[src/rtl/tau_pkg.sv]
// Shared definitions for the tau encoder/decoder/mac family.
// Holds the frame FSM state encoding and the default datapath width.
package tau_pkg;

    typedef enum logic [1:0] {
        IDLE    = 2'd0,
        WAIT    = 2'd1,
        COLLECT = 2'd2
    } tau_state_t;

    localparam int TAU_BITWIDTH = 8;

endpackage

[src/rtl/tau_onehot_check.sv]
// Combinational one-hot classifier for a tau beat: flags exactly-one-set and
// reports the index of the highest set bit (zero when no bit is set).
module tau_onehot_check
    import tau_pkg::*;
#(
    parameter int  BITWIDTH = TAU_BITWIDTH,
    localparam int PW       = (BITWIDTH > 1) ? $clog2(BITWIDTH) : 1
) (
    input  logic [BITWIDTH-1:0] vec,
    output logic                is_onehot,
    output logic [PW-1:0]       pos
);

    always_comb begin
        is_onehot = (vec != '0) && ((vec & (vec - BITWIDTH'(1))) == '0);
        pos       = '0;
        // Ascending scan so the highest set bit wins on malformed beats.
        for (int i = 0; i < BITWIDTH; i++) begin
            if (vec[i]) begin
                pos = PW'(i);
            end
        end
    end

endmodule

[src/rtl/tau_decoder.sv]
// Decodes a start-delimited stream of descending one-hot beats into a binary value;
// result registered 1 cycle after the frame-ending idle cycle, held until out_ready, never stalls the encoder.
module tau_decoder
    import tau_pkg::*;
#(
    parameter int BITWIDTH = TAU_BITWIDTH,
    parameter int TIMEOUT  = 4
) (
    input  logic                clk,
    input  logic                reset,
    input  logic                start,
    input  logic [BITWIDTH-1:0] count_by,
    input  logic                count_by_valid,
    input  logic                out_ready,
    output logic [BITWIDTH-1:0] n,
    output logic                n_valid,
    output logic                error,
    output logic                overrun
);

    localparam int         PW = (BITWIDTH > 1) ? $clog2(BITWIDTH) : 1;
    localparam logic [3:0] TO = 4'(TIMEOUT);

    tau_state_t          state_q, state_d;
    logic [BITWIDTH-1:0] acc_q, acc_d;
    logic [PW-1:0]       last_q, last_d;
    logic                ferr_q, ferr_d;
    logic [3:0]          cnt_q, cnt_d;
    logic [BITWIDTH-1:0] n_q, n_d;
    logic                n_valid_q, n_valid_d;
    logic                error_q, error_d;
    logic                overrun_q, overrun_d;

    logic                beat_onehot;
    logic [PW-1:0]       beat_pos;
    logic                beat_bad;
    logic                fin;

    tau_onehot_check #(
        .BITWIDTH (BITWIDTH)
    ) u_onehot_check (
        .vec       (count_by),
        .is_onehot (beat_onehot),
        .pos       (beat_pos)
    );

    // Ordering only matters once a previous beat exists, i.e. in COLLECT.
    assign beat_bad = !beat_onehot || ((state_q == COLLECT) && (beat_pos >= last_q));

    always_comb begin
        state_d   = state_q;
        acc_d     = acc_q;
        last_d    = last_q;
        ferr_d    = ferr_q;
        cnt_d     = cnt_q;
        n_d       = n_q;
        n_valid_d = n_valid_q;
        error_d   = error_q;
        overrun_d = overrun_q;
        fin       = 1'b0;

        if (start) begin
            fin     = (state_q != IDLE);
            state_d = WAIT;
            acc_d   = '0;
            last_d  = '0;
            ferr_d  = 1'b0;
            cnt_d   = '0;
        end else begin
            case (state_q)
                WAIT, COLLECT: begin
                    if (count_by_valid) begin
                        acc_d   = acc_q | count_by;
                        ferr_d  = ferr_q | beat_bad;
                        last_d  = beat_pos;
                        state_d = COLLECT;
                    end else if (state_q == COLLECT) begin
                        fin     = 1'b1;
                        state_d = IDLE;
                    end else begin
                        cnt_d = cnt_q + 4'd1;
                        if (cnt_d == TO) begin
                            fin     = 1'b1;
                            state_d = IDLE;
                        end
                    end
                end
                default: state_d = IDLE;
            endcase
        end

        // acc_q/ferr_q are still clear while in WAIT, so a timeout yields n=0.
        if (fin) begin
            n_d       = acc_q;
            error_d   = ferr_q;
            n_valid_d = 1'b1;
            overrun_d = n_valid_q && !out_ready;
        end else if (n_valid_q && out_ready) begin
            n_valid_d = 1'b0;
        end
    end

    always_ff @(posedge clk) begin
        if (reset) begin
            state_q   <= IDLE;
            acc_q     <= '0;
            last_q    <= '0;
            ferr_q    <= 1'b0;
            cnt_q     <= '0;
            n_q       <= '0;
            n_valid_q <= 1'b0;
            error_q   <= 1'b0;
            overrun_q <= 1'b0;
        end else begin
            state_q   <= state_d;
            acc_q     <= acc_d;
            last_q    <= last_d;
            ferr_q    <= ferr_d;
            cnt_q     <= cnt_d;
            n_q       <= n_d;
            n_valid_q <= n_valid_d;
            error_q   <= error_d;
            overrun_q <= overrun_d;
        end
    end

    assign n       = n_q;
    assign n_valid = n_valid_q;
    assign error   = error_q;
    assign overrun = overrun_q;

endmodule

[config.mk]
export PLATFORM = sky130hd
export DESIGN_NAME = tau_decoder
export DESIGN_NICKNAME = d
export VERILOG_FILES = /design/src/rtl/tau_pkg.sv /design/src/rtl/tau_onehot_check.sv /design/src/rtl/tau_decoder.sv
export SDC_FILE = /design/constraint.sdc
export NUM_CORES = 1
export LEC_CHECK = 0
export CORE_MARGIN = 2
export CORE_UTILIZATION = 46
export CTS_CLUSTER_DIAMETER = 120
export DETAILED_ROUTE_END_ITERATION = 12
export PLACE_DENSITY_LB_ADDON = 0.25
export SLEW_MARGIN = 20
export SYNTH_ARGS = -nofsm -noshare
export SYNTH_HDL_FRONTEND = slang
export SYNTH_HIERARCHICAL = 1
export SYNTH_SLANG_ARGS = --single-unit
[constraint.sdc]
create_clock -name clk -period 1.6 [get_ports clk]
set_clock_uncertainty 0.05 [all_clocks]
set_input_delay 0.24 -clock clk [delete_from_list [all_inputs] [get_ports clk]]
set_output_delay 0.24 -clock clk [all_outputs]
set_load 0.03 [all_outputs]
**Yosys cells after proc, flatten, opt, wreduce, memory -nomap -nowiden**

Cells that the tools add are included.

- Input bits: 13
- Flip-flop bits (word level): 29
- Logic and storage cells: 59
- Output and inout bits: 11

- Magnitude comparators: 1
- Multiplexer cells: 19
- Bitwise gates (word level): 6
- Reductions and logical operators: 17
- $add $sub $neg: 2
- Equality and inequality tests: 4

Operator list:

| cell | number |
|---|---|
| 3-bit 2-to-1 mux | 4 |
| 1-bit 2-to-1 mux | 10 |
| 2-bit 2-to-1 mux | 5 |
| 8-bit bitwise AND | 1 |
| 8-bit zero test | 1 |
| 8-bit OR | 1 |
| 8-bit nonzero test | 1 |
| 8-bit by 1-bit subtractor with 8-bit output (second input constant) | 1 |
| 5-bit != test (second input constant) | 1 |
| 4-bit by 1-bit adder with 4-bit output (second input constant) | 1 |
| 4-bit by 3-bit == test with 1-bit output (second input constant) | 1 |
| 1-bit logical AND | 4 |
| 2-bit nonzero test | 2 |
| 2-bit OR reduction | 2 |
| 3-bit >= comparator | 1 |
| 1-bit inverter | 3 |
| 3-bit AND reduction | 1 |
| 3-bit nonzero test | 1 |
| 3-bit OR reduction | 1 |
| 2-bit by 1-bit == test with 1-bit output (second input constant) | 1 |
| 2-bit == test (second input constant) | 1 |
| 1-bit zero test | 2 |
| 2-bit AND reduction | 1 |
| 1-bit logical OR | 1 |
| 1-bit OR | 1 |

**Longest topological paths before layout**

- Word-level depth: 11
- Mapped depth: 10
- Mapped depth without buffers: 10

**By module**

Netlist, hierarchy kept.

Modules (own cells, without submodules):

| module | cells an instance | area each (µm²) | seq. area each (µm²) | instances |
|---|---|---|---|---|
| tau_decoder | 123 | 1166.1 | 580.6 | 1 |
| tau_onehot_check | 23 | 156.4 | 0.0 | 1 |

**Worst setup path before layout**

No wires, ideal clock.

- Path kind: input port to flip-flop
- Start point: input count_by[2]
- End point: register ferr_q
- Library setup time: 129 ps
- Slack: -137 ps
- Path buffers: 0
- Arrival: 1558 ps
- Stages: 10
- Cell sequence: nand2b_1 a21oi_1 nor2_1 o21bai_1 inv_1 ha_1 nand2b_1 a211o_1 o211ai_1 a311oi_1

- Word-level cells in the longest chain between the ends: 10
- Elaborated cells between the ends (all ways): 16
- Those cells by class: add/sub: 1; order compare: 1; mux: 6; bitwise: 2; reduce/logical: 6

Ends and longest elaborated chain:

| what | RTL line | text |
|---|---|---|
| start, declared | tau_decoder.sv:12 | `input logic [BITWIDTH-1:0] count_by,` |
| 2-bit 2-to-1 mux (2 in a row) | tau_onehot_check.sv:19 | `if (vec[i]) begin` |
| 3-bit 2-to-1 mux (4 in a row) | tau_onehot_check.sv:19 |  |
| via beat_pos[0] | tau_decoder.sv:35 | `logic [PW-1:0] beat_pos;` |
| 3-bit >= comparator | tau_decoder.sv:48 | `assign beat_bad = !beat_onehot \|\| ((state_q == COLLECT) && (beat_pos >= last_q));` |
| 1-bit logical AND | tau_decoder.sv:48 |  |
| 1-bit logical OR | tau_decoder.sv:48 |  |
| 1-bit OR | tau_decoder.sv:74 | `ferr_d = ferr_q \| beat_bad;` |
| end signal, assigned | tau_decoder.sv:118 | `ferr_q <= ferr_d;` |
| end, declared | tau_decoder.sv:27 | `logic ferr_q, ferr_d;` |

The timed path passes the listed nets, and every way through them passes these cells.
A chain may end at the register's enable or synchronous reset.

**Worst setup path in the final report**

- Start point: register state_q[1]
- End point: register n_q[5], in the netlist n[5]

- Word-level cells in the longest chain between the ends: 5
- Elaborated cells between the ends (all ways): 8
- Those cells by class: eq/ne: 2; mux: 4; reduce/logical: 2

Ends and longest elaborated chain:

| what | RTL line | text |
|---|---|---|
| start, declared | tau_decoder.sv:24 | `tau_state_t state_q, state_d;` |
| start signal, assigned | tau_decoder.sv:115 | `state_q <= state_d;` |
| 2-bit == test | tau_decoder.sv:70, tau_decoder.sv:77 |  |
| 1-bit 2-to-1 mux | tau_decoder.sv:77 | `end else if (state_q == COLLECT) begin` |
| 1-bit 2-to-1 mux | tau_decoder.sv:72 | `if (count_by_valid) begin` |
| 1-bit 2-to-1 mux | tau_decoder.sv:70 | `case (state_q)` |
| 1-bit 2-to-1 mux * | tau_decoder.sv:62 | `if (start) begin` |
| end signal, assigned | tau_decoder.sv:120 | `n_q <= n_d;` |
| end, declared | tau_decoder.sv:29 | `logic [BITWIDTH-1:0] n_q, n_d;` |

Mark *: on every way between the ends. The rest lies on a longest branch, timed or not.

==> results.ini <==
[power_and_ir_drop]
total_power_uw = 1440
p_leak_uw = 0.000934
ir_drop_mv = 0.690
power.density_nw_per_um2 = 710

[detailed_routing]
drc = 0
drt_wl_total_um = 3480
via_per_inst = 5.19
num_vias = 1262
dr.first_iter.drc_count = 18
wl_per_cell_um = 14.3
first_pass_iters = 4
ant_nets = 0

[timing]
final.setup.tns_ns = -0.353
slew_violations = 0
fin_crit_ns = 1.67
setup_viol = 10
rsz0062_at_grt = true
tightestPinTransition_ns = 0.328
finalCritPeriodShare_pct = 104
max_freq_mhz = 599
slew_headroom_pct = 77.9
holdWs_ns = 0.230
hold_viol_final = 0
setup_ws_ns = -0.0681

[hold_path]
hold_path.class = input pin to flip-flop
min-delay-start = count_by[2]
whs_path_depth = 4
hold-path-endpoint = acc_q[2]

[yosys]
synth.avg_cell_area_sq_um = 9.06
post-synth-top-area-fraction_pct = 43.9
synth_simple_gate_area_share_pct = 22.1
async_flop_share_pct = 0
synth_flop_cell = dfxtp_1
synthDominantAreaCellType = dfxtp_1
ys_ff_latch = 29
synth_top_family_by_area = simple AND/OR/NAND/NOR gates
synthCells = 146
synth_mux_area_share_pct = 7.57
yosys_warnings = 6
synthesis.area_sq_um = 1320
synth_compound_area_share_pct = 12.9
synth_fa_ha_area_share_pct = 6.43
netlist_top_cells_area = dfxtp_1 (44%), nor2_1 (7.9%), mux2i_1 (7.6%), a21oi_1 (5.7%), ha_1 (5.7%)
synth_xor_area_share_pct = 2.65
synth_nets = 165
seq_area_frac_synth_pct = 43.9
synth_cell_types = 36
synth_edf_count = 0

[clock_tree]
postCtsHoldBufs = 0
clockRootBuffer = clkbuf_4
cts_tree = yes
clock_path_buffers = 2
htree_levels = 2
clock_sinks = 29
clk_latency_ns = 0.34
path_clk_slew_ns = 0.08
cts_buffers = 5

[layout]
nNetsFinal = 230
area_growth_pct = 53.1
drive_above_1_share_pct = 35.4
final_common_cell = buf_4
design_area_sq_um = 2020
most-common-layout-cells = buf_4 (37), nor2_1 (28), dfxtp_1 (26)
n_antenna_cell = 0

[flow_run]
drv_cap = 0

[placed_design]
dpl-instance-area_sq_um = 1820
numPortBuffers = 23
gp_congestion = 0.931
hpwl_um = 2460

[setup_path]
r2r-end = n[5]
cp_max_fo = 6
worstPathArrival_ns = 1.85
r2r_cells = 7
crit_path_start_kind = flip-flop
cp.required_ns = 1.78
cp-end-kind = flip-flop
r2r_slack_ns = -0.07
critPathKind = flip-flop to flip-flop
reg2reg_from = state_q[1]

[grt]
grt_pass1_vias = 1301
grt_max_degree = 13
antenna_found_initial = 0
grt_pass1_wl_um = 5770
grt_overflow = 0
grt_usage_pct = 23.4

[die]
start_util_pct = 48.4
die_width_um = 57.6
die_h_um = 57.6
io_pins = 24
num_rows = 19
die_area_sq_um = 3320
core_region_area_sq_um = 2730

[run_status]
outcome = complete, but fails checks
violations = setup timing

metrics by stage:
stage | instances | util (%) | setup WS [ns]
finish | 243 | 74.1 | -0.0681
global route | 243 | 74.1 | -0.121
CTS | 239 | 69.9 | -0.0738
detailed placement | 224 | 66.5 | -0.702
global placement | 224 | 66.5 | -0.626
floorplan | 146 | - | -0.105
worst max-delay path, stage by stage, from the launching register on:
cell and delay (ns):
dfxtp_2 0.33, buf_6 0.11, ha_4 0.15, or2_4 0.23, o221ai_4 0.25, clkbuf_16 0.21, mux2i_1 0.18, nor2_1 0.06
flip-flops by register name (all words and copies together), names as in the netlist:
signal	cells
acc_q	8
cnt_q	4
error	1
ferr_q	1
last_q	3
n	8
n_valid	1
overrun	1
state_q	2
report_power, final:
group          total [uW]  internal, uW  switching [uW]
clock network         426           167             259
registers             741           734            7.43
logic                 270           148             122
worst max path at each step:
stage,startpoint,to,slack (ns),cells after the start
4_1_cts,state_q[0],overrun,-0.07,7
6_report,state_q[1],n[5],-0.07,7
3_5_place_dp,count_by[1],ferr_q,-0.70,11
5_1_grt,state_q[1],n[5],-0.12,7
3_3_place_gp,count_by[1],ferr_q,-0.63,11
2_1_floorplan,count_by[2],ferr_q,-0.11,10
kinds of logic (layout without fill, tap and decap cells):
group / Yosys count / after routing
xor gates and xnor gates: 4 / 4
AOI/OAI and AO/OA: 25 / 25
DFF: 29 / 29
buffers and inverters: 13 / 79
and+or+nand+nor: 58 / 58
adders and majority gates: 7 / 7
muxes: 10 / 10
Yosys cell counts, types with 2 or more instances:
library cell,count
nor3b_2,2
or2_2,2
clkbuf_1,2
a21oi_1,15
nor2_1,28
xor2_1,3
mux2i_1,10
buf_2,2
ha_1,6
nand2_1,12
dfxtp_1,29
nand2b_1,5
inv_1,7
layer usage:
layer / wire, um / share of wire (%) / GRT usage, % / up-vias
met3: 139 / 4.0 / 7.59 / 13
li1: - / - / - / 624
met1: 1310 / 38 / 23.0 / 594
met5: 0 / 0 / 0 / -
met2: 1900 / 55 / 42.7 / 31
met4: 124 / 3.6 / 13.0 / 0
layout make-up:
class	instances	area, sq um
Tap cell	31	38.8
Clock buffer	6	41.3
Multi-Input combinational cell	104	779
Clock inverter	2	10.0
Timing Repair Buffer	63	538
Inverter	8	32.5
Sequential cell	29	584
Fill cell	210	709
what timing repair did:
item                                    4_1_cts  5_1_grt
buffers inserted                              7        3
pin swaps                                     7       16
cloned                                        0        1
endpoints found under the setup margin       22       15
gates resized for setup                      29       23
Note: power is estimated with default switching activity, not from simulation.
